## src/rtl/game_sequencer.sv

```systemverilog
// Game-flow controller for the brick-breaker datapath: idle/serve/play/life-lost/game-over/win sequencing.
// Optional feature: define SCORE_EN to build the cleared-block score counter (otherwise score_o is tied to 0).
module game_sequencer #(
    parameter int NUM_BLOCKS  = 56,
    parameter int START_LIVES = 3,
    parameter int SERVE_TICKS = 60,
    parameter int PAUSE_TICKS = 120
) (
    input  logic                  clk,
    input  logic                  rst,
    input  logic                  start_btn_i,
    input  logic                  move_tick_i,
    input  logic [1:0]            lives_in_i,
    input  logic [NUM_BLOCKS-1:0] visible_i,
    output logic                  ball_run_o,
    output logic                  ball_reset_o,
    output logic                  new_game_o,
    output logic [2:0]            game_state_o,
    output logic [9:0]            score_o
);

    localparam int MAX_TICKS = (SERVE_TICKS > PAUSE_TICKS) ? SERVE_TICKS : PAUSE_TICKS;
    localparam int CNT_W     = $clog2(MAX_TICKS + 1);

    typedef enum logic [2:0] {
        S_IDLE      = 3'd0,
        S_SERVE     = 3'd1,
        S_PLAY      = 3'd2,
        S_LIFE_LOST = 3'd3,
        S_GAME_OVER = 3'd4,
        S_WIN       = 3'd5
    } state_t;

    state_t           state_q, state_d;
    logic [CNT_W-1:0] cnt_q, cnt_d;
    logic             start_q;
    logic             armed_q, armed_d;
    logic [1:0]       prev_lives_q, prev_lives_d;
    logic             ball_run_q, ball_run_d;
    logic             ball_reset_q, ball_reset_d;
    logic             new_game_q, new_game_d;

    logic start_rise;
    logic start_game;
    logic life_lost;
    logic win;

    // A button already held when reset releases must fall before it can start a game.
    assign start_rise = start_btn_i & ~start_q & armed_q;
    assign armed_d    = armed_q | ~start_btn_i;
    assign life_lost  = (lives_in_i < prev_lives_q);
    assign win        = (visible_i == '0);

    always_comb begin
        state_d      = state_q;
        cnt_d        = cnt_q;
        start_game   = 1'b0;
        ball_reset_d = 1'b0;
        case (state_q)
            S_IDLE, S_GAME_OVER, S_WIN: begin
                if (start_rise) begin
                    state_d    = S_SERVE;
                    cnt_d      = '0;
                    start_game = 1'b1;
                end
            end
            S_SERVE: begin
                if (move_tick_i) begin
                    if (cnt_q == CNT_W'(SERVE_TICKS - 1)) begin
                        state_d = S_PLAY;
                        cnt_d   = '0;
                    end else begin
                        cnt_d = cnt_q + CNT_W'(1);
                    end
                end
            end
            S_PLAY: begin
                if (win) begin
                    state_d = S_WIN;
                end else if (life_lost) begin
                    if (lives_in_i == 2'd0) begin
                        state_d = S_GAME_OVER;
                    end else begin
                        state_d = S_LIFE_LOST;
                        cnt_d   = '0;
                    end
                end
            end
            S_LIFE_LOST: begin
                if (move_tick_i) begin
                    if (cnt_q == CNT_W'(PAUSE_TICKS - 1)) begin
                        state_d      = S_SERVE;
                        cnt_d        = '0;
                        ball_reset_d = 1'b1;
                    end else begin
                        cnt_d = cnt_q + CNT_W'(1);
                    end
                end
            end
            default: begin
                state_d = S_IDLE;
                cnt_d   = '0;
            end
        endcase
        if (start_game) begin
            ball_reset_d = 1'b1;
        end
        new_game_d   = start_game;
        ball_run_d   = (state_d == S_PLAY);
        prev_lives_d = start_game ? 2'(START_LIVES) : lives_in_i;
    end

    always_ff @(posedge clk or posedge rst) begin
        if (rst) begin
            state_q      <= S_IDLE;
            cnt_q        <= '0;
            start_q      <= 1'b0;
            armed_q      <= 1'b0;
            prev_lives_q <= 2'(START_LIVES);
            ball_run_q   <= 1'b0;
            ball_reset_q <= 1'b0;
            new_game_q   <= 1'b0;
        end else begin
            state_q      <= state_d;
            cnt_q        <= cnt_d;
            start_q      <= start_btn_i;
            armed_q      <= armed_d;
            prev_lives_q <= prev_lives_d;
            ball_run_q   <= ball_run_d;
            ball_reset_q <= ball_reset_d;
            new_game_q   <= new_game_d;
        end
    end

    assign ball_run_o   = ball_run_q;
    assign ball_reset_o = ball_reset_q;
    assign new_game_o   = new_game_q;
    assign game_state_o = state_q;

`ifdef SCORE_EN
    localparam int PC_W = $clog2(NUM_BLOCKS + 1);

    logic [NUM_BLOCKS-1:0] prev_visible_q, prev_visible_d;
    logic [9:0]            score_q, score_d;

    function automatic logic [PC_W-1:0] popcount(input logic [NUM_BLOCKS-1:0] v);
        logic [PC_W-1:0] n;
        n = '0;
        for (int i = 0; i < NUM_BLOCKS; i++) begin
            n = n + PC_W'(v[i]);
        end
        return n;
    endfunction

    function automatic logic [9:0] sat_add(input logic [9:0] a, input logic [PC_W-1:0] b);
        logic [10:0] sum;
        sum = {1'b0, a} + 11'(b);
        return sum[10] ? 10'h3FF : sum[9:0];
    endfunction

    always_comb begin
        score_d        = score_q;
        prev_visible_d = start_game ? '1 : visible_i;
        if (start_game) begin
            score_d = '0;
        end else if (state_q == S_PLAY) begin
            score_d = sat_add(score_q, popcount(prev_visible_q & ~visible_i));
        end
    end

    always_ff @(posedge clk or posedge rst) begin
        if (rst) begin
            score_q        <= '0;
            prev_visible_q <= '1;
        end else begin
            score_q        <= score_d;
            prev_visible_q <= prev_visible_d;
        end
    end

    assign score_o = score_q;
`else
    assign score_o = '0;
`endif

endmodule

```

## config.mk

```make
export PLATFORM = sky130hd
export DESIGN_NAME = game_sequencer
export DESIGN_NICKNAME = d
export VERILOG_FILES = /design/src/rtl/game_sequencer.sv
export SDC_FILE = /design/constraint.sdc
export NUM_CORES = 1
export LEC_CHECK = 0
export CORE_ASPECT_RATIO = 0.5
export CORE_MARGIN = 2
export CORE_UTILIZATION = 32
export CTS_CLUSTER_DIAMETER = 40
export CTS_CLUSTER_SIZE = 28
export DETAILED_ROUTE_END_ITERATION = 10
export PLACE_DENSITY_LB_ADDON = 0.1
export SETUP_SLACK_MARGIN = 0.5
export SYNTH_ARGS = -nofsm -noshare
export SYNTH_HDL_FRONTEND = slang
export SYNTH_SLANG_ARGS = --single-unit
```

## constraint.sdc

```tcl
create_clock -name clk -period 1.8 [get_ports clk]
set_input_delay 0.27 -clock clk [delete_from_list [all_inputs] [get_ports clk]]
set_output_delay 0.27 -clock clk [all_outputs]
set_load 0.03 [all_outputs]
```

==> metrics <==
nets=287; vias post-DR=1337; Worst R2R Start=prev_lives_q[1]$_DFF_PP1_; P_sw=about 0.70 mW; critical path startpoint=prev_lives_q[1]$_DFF_PP1_; core area=3450 um2; Site Rows=15; Max VDD drop=734 uV; PwrDens=821 nW/um2; Peak Freq=537 MHz; residual DRC count=0; Via density=between 4 and 5; depth of the worst register-to-register path=8; # clock sinks=17; Design Area, Final=2240 um2; Leak Pwr=1.02 nW; Max clock buf depth=2; clk_skew=~0.0021 ns; post-DP HPWL=between 3000 and 4000 um; clock slew at reported path FFs=about 0.070 ns; Final Hold Viols=0; TritonCTS Buffers=3; Worst R2R End=cnt_q[5]$_DFFE_PP0P_; Tot Pwr=roughly 1.8 mW; All-Layer GR Usage=0.189; total die area=4130 um2; CTS Root Buffer Type=clkbuf_8; r2r setup slk=-0.06 ns; total gr overflow=0; Avg Inst Size Synth=8.75 um2; Core Util, Final=0.648; Hold WS=0.266 ns; Max H-tree Level=1; predominant post-synthesis flop cell=dfrtp_1; WL final=4180 um; Final Cycle Share=1.03; Cell Int Power=1.14 mW; Clock power frac=0.156; antenna violations before repair=0; # diodes=0; Routability Congestion=0.827; drt wl/cell=15.3 um; global-route wire length before repair=5760 um; Startpoint Class=flop; post-synthesis sequential area ratio=0.371; ratio of cells with drive above 1 in the final layout=0.320; Syn Inst Count=around 130; Yosys cell types=39; DIE HEIGHT=46.5 um; RSZ-0062 raised after global routing=yes; CTS Hold Bufs=0; status=finished with violations; drt first pass iters=4; Area growth, synth to finish=93.7%; # setup viols final=5; die width=slightly below 90 um; Cell Area, Synth=1150 um2; Sw Share=0.381; port bufs=67; vias in the first global route=1210; largest net degree at the start of global routing=11; Max Cap Viol=0; worst setup margin=-0.0621 ns; later-pin clock latency in the skew report=0.25 ns; sequential share of power=0.301; violated checks=setup timing; critical path endpoint=cnt_q[5]$_DFFE_PP0P_; crit path DAT=2.05 ns; Final min period=~1.9 ns; placed insts=262; Comb power frac=0.542; Post-DP Area=1960 um2; Initial Util=0.334; synth warn=0; Hold WC Path Type=in2async; CTS tree=built; # IOs=78; crit end category=flop; drt initial violations=31; Critical Path RT=~2.0 ns; fin. max-slew vios=0; crit-path max FO=5; Post-DRT Antenna Nets=0; Seq cells post-synth=17; fin cells=273; fraction of registers with async set/reset=1.00; crit path kind=reg2reg; Post-synth EDFFs=0
-- through the flow --
stage / setup slack, ns / TNS, ns
after global routing: -0.119 / -0.611
after CTS: -0.00544 / -0.0107
final: -0.0621 / -0.238
after detailed placement: -0.362 / -2.64
after floorplan: -0.0973 / -0.367
after global placement: -0.322 / -2.32
-- synth_stat cells, types with 4 or more instances --
| cell | count | share of area |
|---|---|---|
| buf_4 | 10 | 0.065 |
| dfrtp_1 | 15 | 0.33 |
| inv_1 | 4 | 0.013 |
| nand2_1 | 8 | 0.026 |
| nand2b_1 | 4 | 0.022 |
| nand3_1 | 6 | 0.026 |
| nor2_1 | 4 | 0.013 |
| nor2b_1 | 4 | 0.022 |
| nor3_1 | 5 | 0.022 |
| nor4_1 | 14 | 0.076 |
| o21ai_0 | 8 | 0.035 |
| o21ai_1 | 5 | 0.022 |
| o31ai_1 | 5 | 0.033 |
-- power by group through the flow --
stage	Clock [mW]	Sequential, mW	Combinational (mW)
3_5_place_dp	0	0.550	0.835
4_1_cts	0.297	0.548	0.878
2_1_floorplan	0	0.600	0.459
3_3_place_gp	0	0.549	0.826
5_1_grt	0.317	0.564	1.08
6_report	0.287	0.554	0.997
-- worst min path at each step --
stage	end	slack [ns]	depth (start not counted)
after CTS	cnt_q[5]$_DFFE_PP0P_	0.27	2
after detailed placement	armed_q$_DFF_PP0_	0.46	1
after floorplan	armed_q$_DFF_PP0_	0.19	1
after global placement	armed_q$_DFF_PP0_	0.45	1
final	ball_run_o$_DFF_PP0_	0.27	2
after global routing	cnt_q[5]$_DFFE_PP0P_	0.29	2
-- flip-flops by register name, summed over array words and instances (netlist names) --
| name | count |
|---|---|
| armed_q | 1 |
| ball_reset_o | 1 |
| ball_run_o | 1 |
| cnt_q | 7 |
| game_state_o | 3 |
| new_game_o | 1 |
| prev_lives_q | 2 |
| start_q | 1 |
-- cells in the final DEF (no fill, tap or decap), types with 2 or more instances in the layout --
cell type and count:
o21ai_1 7, o21ai_2 2, clkbuf_8 3, a22o_1 2, o31ai_2 4, nor2_1 3, nor2b_4 2, a21o_1 2
nand4_1 3, nor4_1 7, or2_2 3, buf_6 6, buf_4 18, nor2b_1 3, o21a_1 2, nand2_1 8
nor3_4 2, dfrtp_2 2, dlymetal6s2s_1 13, inv_1 2, dlygate4sd2_1 22, nand2b_1 4, conb_1 10, nor3_2 2
nor4_2 7, dfstp_2 2, or3_1 2, nor3_1 2, a31o_2 2, nand3b_1 2, dfrtp_1 13, clkdlybuf4s50_1 29
nand3_1 5, o21ai_0 3
-- area by class of cell --
type	count	area (um2)
Fill cell	311	1220
Timing Repair Buffer	90	858
Multi-Input combinational cell	107	822
Sequential cell	17	430
Tap cell	51	63.8
Clock buffer	4	45.0
Inverter	4	17.5
-- cells by family (layout without fill, tap and decap cells) --
family,count (synthesis),in the layout,share of synthesized area
AO/OA/AOI/OAI,31,31,0.176
AND/OR/NAND/NOR,64,64,0.334
other,1,10,0.00325
flip-flops,17,17,0.371
adder cells (fa/ha/maj),2,2,0.0217
buffers and inverters,17,98,0.0953
-- worst max-delay path, stage by stage (launching register included) --
cell and delay (ns):
dfstp_2 0.53, inv_2 0.04, ha_4 0.21, inv_4 0.05, o221ai_2 0.09, a22o_1 0.32, nand2b_4 0.18, or3_1 0.31
nand3_1 0.07
-- per-layer routing --
| layer | wire (um) | part of all wire | vias up | global-route usage |
|---|---|---|---|---|
| met2 | 2080 | 0.50 | 53 | 0.351 |
| li1 | - | - | 653 | - |
| met1 | 1780 | 0.42 | 622 | 0.220 |
| met3 | 264 | 0.063 | 9 | 0.0412 |
| met5 | 0 | 0 | - | 0 |
| met4 | 65 | 0.016 | 0 | 0.0716 |
-- timing repair --
item | in CTS | in global routing
buffers inserted | 4 | 3
endpoints found under the hold margin | 0 | 0
gates resized for setup | 50 | 41
pin swaps | 10 | 20
endpoints found under the setup margin | 20 | 14
(Power assumes the default switching activity.)
